<file path="src/rtl/fifo_arb_pkg.sv">
// rtl/fifo_arb_pkg.sv - shared types, widths and rotate-priority pick for the FIFO write arbiter
package fifo_arb_pkg;

  typedef enum logic [0:0] {
    ARB_IDLE,
    ARB_GRANT
  } arb_state_e;

  localparam int MAX_REQ         = 8;
  localparam int MAX_BURST_LIMIT = 16;
  // Sized for the largest legal MAX_BURST so every build shares one counter width
  localparam int BURST_W         = $clog2(MAX_BURST_LIMIT + 1);

  function automatic logic [MAX_REQ-1:0] rr_onehot(input logic [MAX_REQ-1:0] req,
                                                   input int ptr,
                                                   input int n);
    logic [MAX_REQ-1:0] res;
    logic               hit;
    int                 idx;
    res = '0;
    hit = 1'b0;
    for (int k = 0; k < MAX_REQ; k++) begin
      if (k < n && !hit) begin
        idx = (ptr + k) % n;
        if (req[idx[2:0]]) begin
          res[idx[2:0]] = 1'b1;
          hit           = 1'b1;
        end
      end
    end
    return res;
  endfunction

endpackage

</file>
<file path="src/rtl/fifo_wr_arbiter_rr_pick.sv">
// rtl/fifo_wr_arbiter_rr_pick.sv - combinational round-robin pick starting at ptr with wrap-around
module rr_pick
  import fifo_arb_pkg::*;
#(
  parameter int N     = 4,
  parameter int PTR_W = $clog2(N)
) (
  input  logic [N-1:0]     req,
  input  logic [PTR_W-1:0] ptr,
  output logic [N-1:0]     gnt,
  output logic             found
);

  logic [MAX_REQ-1:0] req_ext;
  logic [MAX_REQ-1:0] pick;

  always_comb begin
    req_ext        = '0;
    req_ext[N-1:0] = req;
    pick           = rr_onehot(req_ext, int'(ptr), N);
    gnt            = pick[N-1:0];
    found          = |pick;
  end

endmodule

</file>
<file path="src/rtl/fifo_wr_arbiter.sv">
// rtl/fifo_wr_arbiter.sv - round-robin burst arbiter sharing one FIFO write port between producers
// Optional per-producer beat and stall counters under FIFO_WR_ARB_STATS_EN.
module fifo_wr_arbiter
  import fifo_arb_pkg::*;
#(
  parameter int NUM_REQ   = 4,
  parameter int DATA_W    = 8,
  parameter int MAX_BURST = 4
) (
  input  logic                      clk,
  input  logic                      rst,
  input  logic [NUM_REQ-1:0]        req_valid,
  input  logic [NUM_REQ*DATA_W-1:0] req_data,
  output logic [NUM_REQ-1:0]        req_ready,
  input  logic                      fifo_full,
  output logic                      fifo_wr_en,
  output logic [DATA_W-1:0]         fifo_wdata,
  output logic [NUM_REQ-1:0]        grant,
  output logic                      busy
`ifdef FIFO_WR_ARB_STATS_EN
  ,
  output logic [NUM_REQ*16-1:0]     beat_cnt,
  output logic [15:0]               stall_cnt
`endif
);

  localparam int PTR_W = $clog2(NUM_REQ);

  arb_state_e         state_q, state_d;
  logic [NUM_REQ-1:0] grant_q, grant_d;
  logic [PTR_W-1:0]   gidx_q, gidx_d;
  logic [PTR_W-1:0]   rr_ptr_q, rr_ptr_d;
  logic [BURST_W-1:0] burst_cnt_q, burst_cnt_d;
  logic [NUM_REQ-1:0] pick_gnt;
  logic               pick_found;
  logic [PTR_W-1:0]   pick_idx;
  logic               gnt_valid;
  logic               xfer;

  rr_pick #(.N(NUM_REQ), .PTR_W(PTR_W)) u_rr_pick (
    .req   (req_valid),
    .ptr   (rr_ptr_q),
    .gnt   (pick_gnt),
    .found (pick_found)
  );

  always_comb begin
    pick_idx = '0;
    for (int i = 0; i < NUM_REQ; i++) begin
      if (pick_gnt[i]) pick_idx = PTR_W'(i);
    end
  end

  assign busy       = (state_q == ARB_GRANT);
  assign grant      = grant_q;
  assign gnt_valid  = busy && req_valid[gidx_q];
  assign xfer       = gnt_valid && !fifo_full;
  assign fifo_wr_en = xfer;
  assign fifo_wdata = xfer ? req_data[int'(gidx_q)*DATA_W +: DATA_W] : '0;
  assign req_ready  = (busy && !fifo_full) ? grant_q : '0;

  // A full FIFO only stalls; release needs a paused producer or the last beat of a burst
  always_comb begin
    state_d     = state_q;
    grant_d     = grant_q;
    gidx_d      = gidx_q;
    rr_ptr_d    = rr_ptr_q;
    burst_cnt_d = burst_cnt_q;
    case (state_q)
      ARB_IDLE: begin
        if (pick_found) begin
          state_d     = ARB_GRANT;
          grant_d     = pick_gnt;
          gidx_d      = pick_idx;
          burst_cnt_d = '0;
        end
      end
      ARB_GRANT: begin
        if (!gnt_valid || (xfer && burst_cnt_q == BURST_W'(MAX_BURST - 1))) begin
          state_d  = ARB_IDLE;
          grant_d  = '0;
          rr_ptr_d = (int'(gidx_q) == NUM_REQ - 1) ? '0 : gidx_q + 1'b1;
        end else if (xfer) begin
          burst_cnt_d = burst_cnt_q + 1'b1;
        end
      end
      default: state_d = ARB_IDLE;
    endcase
  end

  always_ff @(posedge clk) begin
    if (rst) begin
      state_q     <= ARB_IDLE;
      grant_q     <= '0;
      gidx_q      <= '0;
      rr_ptr_q    <= '0;
      burst_cnt_q <= '0;
    end else begin
      state_q     <= state_d;
      grant_q     <= grant_d;
      gidx_q      <= gidx_d;
      rr_ptr_q    <= rr_ptr_d;
      burst_cnt_q <= burst_cnt_d;
    end
  end

`ifdef FIFO_WR_ARB_STATS_EN
  logic [NUM_REQ*16-1:0] beat_cnt_q, beat_cnt_d;
  logic [15:0]           stall_cnt_q, stall_cnt_d;

  always_comb begin
    beat_cnt_d  = beat_cnt_q;
    stall_cnt_d = stall_cnt_q;
    if (xfer && beat_cnt_q[int'(gidx_q)*16 +: 16] != 16'hFFFF) begin
      beat_cnt_d[int'(gidx_q)*16 +: 16] = beat_cnt_q[int'(gidx_q)*16 +: 16] + 16'd1;
    end
    if (gnt_valid && fifo_full && stall_cnt_q != 16'hFFFF) begin
      stall_cnt_d = stall_cnt_q + 16'd1;
    end
  end

  always_ff @(posedge clk) begin
    if (rst) begin
      beat_cnt_q  <= '0;
      stall_cnt_q <= '0;
    end else begin
      beat_cnt_q  <= beat_cnt_d;
      stall_cnt_q <= stall_cnt_d;
    end
  end

  assign beat_cnt  = beat_cnt_q;
  assign stall_cnt = stall_cnt_q;
`endif

endmodule

</file>
<file path="config.mk">
export PLATFORM = sky130hd
export DESIGN_NAME = fifo_wr_arbiter
export DESIGN_NICKNAME = d
export VERILOG_FILES = /design/src/rtl/fifo_arb_pkg.sv /design/src/rtl/fifo_wr_arbiter_rr_pick.sv /design/src/rtl/fifo_wr_arbiter.sv
export SDC_FILE = /design/constraint.sdc
export NUM_CORES = 1
export LEC_CHECK = 0
export BUFFER_PORTS_ARGS = -buffer_cell sky130_fd_sc_hd__buf_2
export CORE_ASPECT_RATIO = 0.5
export CORE_MARGIN = 4
export CORE_UTILIZATION = 44
export DETAILED_ROUTE_END_ITERATION = 10
export PLACE_DENSITY = 0.78
export SYNTH_ARGS = -nofsm -noshare
export SYNTH_HDL_FRONTEND = slang
export SYNTH_SLANG_ARGS = --single-unit
</file>
<file path="constraint.sdc">
create_clock -name clk -period 2.8 [get_ports clk]
set_input_delay 0.56 -clock clk [delete_from_list [all_inputs] [get_ports clk]]
set_output_delay 0.56 -clock clk [all_outputs]
set_load 0.03 [all_outputs]
</file>
# --- Word-level counts from Yosys, hierarchy flattened ---
# Index checks and enable logic that the tools add are counted.
totals:
  out_inout_bits: 18
  ff_bits: 14
  inputBits: 39
  word_cells: 98
op_classes:
  n_eq_ne: 6
  add_sub_neg: 5
  n_lt_le_gt_ge: 9
  n_reduce_logical: 19
  shift: 1
  n_bitwise: 7
  n_mux: 46
ops:
  columns: ["op", "n"]
  rows:
  - ["$mux 8", 7]
  - ["$shiftx 32x6->8", 1]
  - ["$or 8x8->8", 3]
  - ["$mux 1", 17]
  - ["$mux 4", 4]
  - ["$mux 5", 3]
  - ["$lt 3x4->1 const B", 3]
  - ["$pmux 5 s2", 1]
  - ["$bmux 1 s3", 3]
  - ["$demux 1 s3", 3]
  - ["$ge 3x1->1 const B", 3]
  - ["$logic_and 1x1->1", 8]
  - ["$pmux 4 s2", 1]
  - ["$reduce_or 8->1", 1]
  - ["$mux 2", 3]
  - ["$reduce_and 2->1", 3]
  - ["$reduce_or 2->1", 3]
  - ["$add 5x1->5 const B", 1]
  - ["$eq 5x2->1 const B", 1]
  - ["$add 2x1->2 const B", 2]
  - ["$add 2x2->2 const B", 2]
  - ["$bmux 1 s2", 2]
  - ["$lt 2x4->1 const B", 1]
  - ["$ne 2x1->1 const B", 2]
  - ["11 further kinds", 15]

# --- Depth between registers and ports, before layout ---
logic_depth:
  depth_word: 19
  mapped_depth: 12
  ltp_nobuf: 9

# --- Modules after synthesis ---
# A second synthesis with hierarchy kept.
hier_totals:
  cells_unflattened: 143
  hier_area_um2: 1355.0
modules_own_cells:
  columns: ["module", "area_per_inst_um2", "cells_per_inst", "instances", "seq_area_each_um2"]
  rows:
  - ["fifo_wr_arbiter", 1059.8, 112, 1, 280.3]
  - ["rr_pick", 295.3, 31, 1, 0.0]

# --- Least setup slack after synthesis ---
# No wires, ideal clock.
synth_timing:
  kind: "reg-to-reg"
  from: "register rr_ptr_q[0]"
  to: "register gidx_q[0]"
  n_path_buf: 2
  slack_ns: -0.169
  setup_ns: 0.134
  arrival_time_ns: 2.835
  period_less_slack_ns: 2.969
  path_stages_with_launch: 12
  required_time_ns: 2.666
  cell_sequence: "dfxtp_1 -> buf_6 -> inv_1 -> ha_1 -> buf_6 -> mux4_2 -> nor2b_1 -> a22o_2 -> a221oi_4 -> and3b_2 -> a2111oi_2 -> a2111oi_2"
synth_between:
  elab_chain_len: 19
  elab_cells_between_ends: 57
  cone_classes: "add/sub: 3; order compare: 8; mux: 31; bitwise: 6; reduce/logical: 9"
synth_lines:
  columns: ["element", "line_no", "rtl"]
  rows:
  - ["from (decl)", "fifo_wr_arbiter.sv:32", "logic [PTR_W-1:0] rr_ptr_q, rr_ptr_d;"]
  - ["from (signal assigned)", "fifo_wr_arbiter.sv:102", "rr_ptr_q <= rr_ptr_d;"]
  - ["$add 2x1->2", "fifo_arb_pkg.sv:24", "idx = (ptr + k) % n;"]
  - ["$reduce_or 2->1 (no line)", null, null]
  - ["$and 1x1->1 (no line)", null, null]
  - ["$lt 3x4->1 (not written as such) / $ge 3x1->1 (equally long branches)", "fifo_arb_pkg.sv:26", "res[idx[2:0]] = 1'b1;"]
  - ["$logic_and 1x1->1 (not written as such)", "fifo_arb_pkg.sv:26", null]
  - ["$mux 1 (not written as such)", "fifo_arb_pkg.sv:26", null]
  - ["$demux 1 s3", null, null]
  - ["$or 8x8->8 (no line)", null, null]
  - ["[... 2 more ...]", null, null]
  - ["$or 8x8->8 (no line)", null, null]
  - ["$mux 8", "fifo_arb_pkg.sv:25", "if (req[idx[2:0]]) begin"]
  - ["$mux 8", "fifo_arb_pkg.sv:23", "if (k < n && !hit) begin"]
  - ["$or 8x8->8 (no line)", null, null]
  - ["$mux 8", "fifo_arb_pkg.sv:25", null]
  - ["$mux 8 *", "fifo_arb_pkg.sv:23", null]
  - ["$mux 1", "fifo_wr_arbiter.sv:50", "if (pick_gnt[i]) pick_idx = PTR_W'(i);"]
  - ["$mux 2 (2 in series)", "fifo_wr_arbiter.sv:50", null]
  - ["to (signal assigned)", "fifo_wr_arbiter.sv:101", "gidx_q <= gidx_d;"]
  - ["to (decl)", "fifo_wr_arbiter.sv:31", "logic [PTR_W-1:0] gidx_q, gidx_d;"]
# Every way passes the cells marked *; elsewhere a longest branch is shown, timed or not. The select of a mux whose other input is x is not followed.
# A chain may end at the register's enable or synchronous reset.

# --- Worst setup path after layout ---
layout_timing:
  from: "register rr_ptr_q[1]"
  to: "register gidx_q[1]"
layout_between:
  elab_chain_len: 18
  elab_cells_between_ends: 56
  cone_classes: "add/sub: 3; order compare: 8; mux: 30; bitwise: 6; reduce/logical: 9"
layout_lines:
  columns: ["element", "line_no"]
  rows:
  - ["$add 2x1->2", "fifo_arb_pkg.sv:24"]
  - ["$reduce_or 2->1 (no line)", null]
  - ["$and 1x1->1 (no line)", null]
  - ["$lt 3x4->1 (not written as such) / $ge 3x1->1 (equally long branches)", "fifo_arb_pkg.sv:26"]
  - ["$logic_and 1x1->1 (not written as such)", "fifo_arb_pkg.sv:26"]
  - ["$mux 1 (not written as such)", "fifo_arb_pkg.sv:26"]
  - ["$demux 1 s3", null]
  - ["$or 8x8->8 (no line)", null]
  - ["[... 2 more ...]", null]
  - ["$or 8x8->8 (no line)", null]
  - ["$mux 8", "fifo_arb_pkg.sv:25"]
  - ["$mux 8", "fifo_arb_pkg.sv:23"]
  - ["$or 8x8->8 (no line)", null]
  - ["$mux 8", "fifo_arb_pkg.sv:25"]
  - ["$mux 8 *", "fifo_arb_pkg.sv:23"]
  - ["$reduce_or 8->1 / $mux 2 (equally long branches)", "fifo_wr_arbiter_rr_pick.sv:22, fifo_wr_arbiter.sv:50"]
  - ["$reduce_and 2->1 (no line) / $mux 2 (equally long branches)", null]
# Marks and branches as above.

==> impl_metrics.json <==
{
  "grt_setup_unrepaired": "yes",
  "syn_nets": 206,
  "die_area_mm2": 0.004432,
  "final_hold_viol_count": 0,
  "finish.net_count": 264,
  "rows": 14,
  "yosysSeqAreaShare": 0.1884,
  "synth_cells": 159,
  "ant_nets": 0,
  "regArea_um2": 282.8,
  "slowest_stage": "a2111o_1",
  "ys_types": 47,
  "finalCritPeriodShare": 0.9701,
  "synthFlopType": "dfxtp_1",
  "p_total_mw": 1.702,
  "worstPathArrival_ns": 2.86,
  "cts_root_buffer": "clkbuf_8",
  "io_pins": 57,
  "place_area_mm2": 0.001836,
  "numPortBuffers": 56,
  "fp.dieH_um": 49.12,
  "synth_warnings": 0,
  "clk_pin_slew_ns": 0.06,
  "slew_headroom": 0.5685,
  "async_flop_share": 0,
  "grt_max_degree": 16,
  "numClockSinks": 14,
  "hold_class": "reg -> reg",
  "outcome": "completed",
  "final_cells": 256,
  "worst_pin_slew_ns": 0.6449,
  "finalInstanceArea_mm2": 0.001898,
  "cp_top_family": "compound AO/OA/AOI/OAI gates",
  "fin_worst_skew_ns": 0.001414,
  "dp_hpwl_um": 3139,
  "syn_area_mm2": 0.001488,
  "cts_tree": "built",
  "coreArea_mm2": 0.003118,
  "routed_via_density": 5.820,
  "firstDrtPassIters": 4,
  "drt_drc_violations_left": 0,
  "fin_util": 0.6087,
  "drive_gt1_frac": 0.4676,
  "synth_seq_cells": 14,
  "setup_ws_ns": 0.08376,
  "cpPeakStageDelay_ns": 0.40,
  "p_leak_nw": 0.8784,
  "synth_edf_count": 0,
  "critPathKind": "reg -> reg",
  "syn_to_final_growth_pct": 27.59,
  "h-tree-depth": 1,
  "cts_max_path_buffers": 2,
  "cp.required_ns": 2.94,
  "clk-insertion-delay-late_ns": 0.25,
  "critPathBufInv": 2,
  "cp_cell_sequence": "inv_2 -> ha_4 -> or3b_1 -> a2111o_1 -> a21oi_1 -> a2111oi_2 -> and3_1 -> buf_4 -> and4_1 -> a311o_1",
  "period_needed_ns": 2.716,
  "antennaDiodeCount": 0,
  "worstSetupEndpointType": "flop",
  "place_congestion": 0.7882,
  "start_util": 0.4771,
  "ir_drop_uv": 287.6,
  "setup_viol": 0,
  "cts_made_buffers": 3,
  "drv_slew": 0,
  "grt_pass1_vias": 1440,
  "initialDrtViolationCount": 98,
  "track_usage": 0.1899,
  "wl_per_cell_um": 15.54,
  "overflow": 0,
  "max_freq_mhz": 368.2,
  "crit_fanout": 7,
  "ctsHoldBuffers": 0,
  "fp.dieW_um": 90.23,
  "drv.max_cap_violation_count": 0,
  "antenna_found_initial": 0,
  "dp_slack_ns": 0.05515,
  "grt_pass1_wl_um": 6927,
  "p_per_area_mw_per_mm2": 896.9,
  "startpoint_type": "flop",
  "totalWireLength_um": 3979,
  "syn_avg_cell_area_um2": 9.356,
  "vias": 1490,
  "fillerInstances": 273,
  "dp_cells": 252,
  "multi_input_area_mm2": 0.001122
}
final timing paths:
path / start / end / slack [ns] / cells after the start
hold / removal: grant[3] / grant[3] / 0.50 / 2
hold reg to reg: grant[3] / grant[3] / 0.50 / 2
setup / recovery: rr_ptr_q[1] / gidx_q[1] / 0.08 / 10
setup reg to reg: rr_ptr_q[1] / gidx_q[1] / 0.08 / 10
report_power, final:
| group | switching [mW] | total, mW | internal, mW |
|---|---|---|---|
| Clock | 0.0759 | 0.201 | 0.125 |
| Combinational | 0.637 | 1.17 | 0.538 |
| Sequential | 0.0706 | 0.327 | 0.256 |
| Total | 0.784 | 1.70 | 0.919 |
flip-flops by register name (all words and copies together) (netlist names):
| name | count |
|---|---|
| grant | 4 |
| gidx_q | 2 |
| rr_ptr_q | 2 |
| burst_cnt_q | 5 |
| busy | 1 |
logic make-up after synthesis:
kind of cell | Yosys count | share of synthesized area
muxes | 14 | 0.1876
and+or+nand+nor | 62 | 0.2414
buffers and inverters | 21 | 0.08410
DFF | 14 | 0.1884
AOI/OAI and AO/OA | 37 | 0.2136
xor gates and xnor gates | 3 | 0.01767
adders and majority gates | 8 | 0.06729
metal layers:
layer,global-route usage,up-vias,share of wire
met3,0.03698,2,0.029
met4,0.05838,0,0.0048
li1,-,736,-
met5,0,-,0
met1,0.2300,715,0.43
met2,0.3436,37,0.54
per-stage QoR:
step	setup TNS, ns	hold slack, ns
2_1_floorplan	-0.05471	0.4621
3_3_place_gp	0	0.4818
3_5_place_dp	0	0.4897
4_1_cts	0	0.4979
5_1_grt	-0.02166	0.5378
6_report	0	0.5009
layout make-up:
| class | instances | area share |
|---|---|---|
| timing repair buffer | 66 | 0.1872 |
| tap | 40 | 0.02637 |
| sequential | 14 | 0.1490 |
| multi-input combinational | 124 | 0.5913 |
| inverter | 8 | 0.01714 |
| clock buffer | 4 | 0.02900 |
what timing repair did:
item                                    in CTS  in global routing
buffers inserted                             0                  0
endpoints found under the setup margin       0                  2
resized for setup                            0                  1
cells in the final DEF (no fill, tap or decap), types with 3 or more instances in the layout:
cell type	Yosys	layout
dfxtp_1	14	12
clkbuf_8	0	4
nand4_1	4	4
ha_1	8	7
a211oi_1	3	3
nand2_1	12	12
mux4_2	11	11
xor2_1	3	3
and3_1	11	11
and2_1	6	6
buf_4	3	10
a21oi_1	9	9
a31oi_1	3	3
nor3_1	9	9
inv_1	8	6
buf_2	0	56
nor2_1	5	5
tightest hold or removal path, cell delays in order (launching register included):
cell	delay [ns]
dfxtp_1	0.33
nand4_1	0.07
a21oi_1	0.05
cell usage after synthesis, drive strengths merged (5+ instances only):
cell / number / area, um^2
clkbuf: 5 / 18.77
nor3: 9 / 45.04
inv: 8 / 30.03
dfxtp: 14 / 280.3
buf: 7 / 67.56
mux4: 11 / 247.7
and3: 11 / 68.82
nor2: 5 / 18.77
and2: 6 / 37.54
nand2: 14 / 57.55
a21oi: 9 / 45.04
ha: 8 / 100.1
No activity file was read; power rests on OpenSTA's default activity.
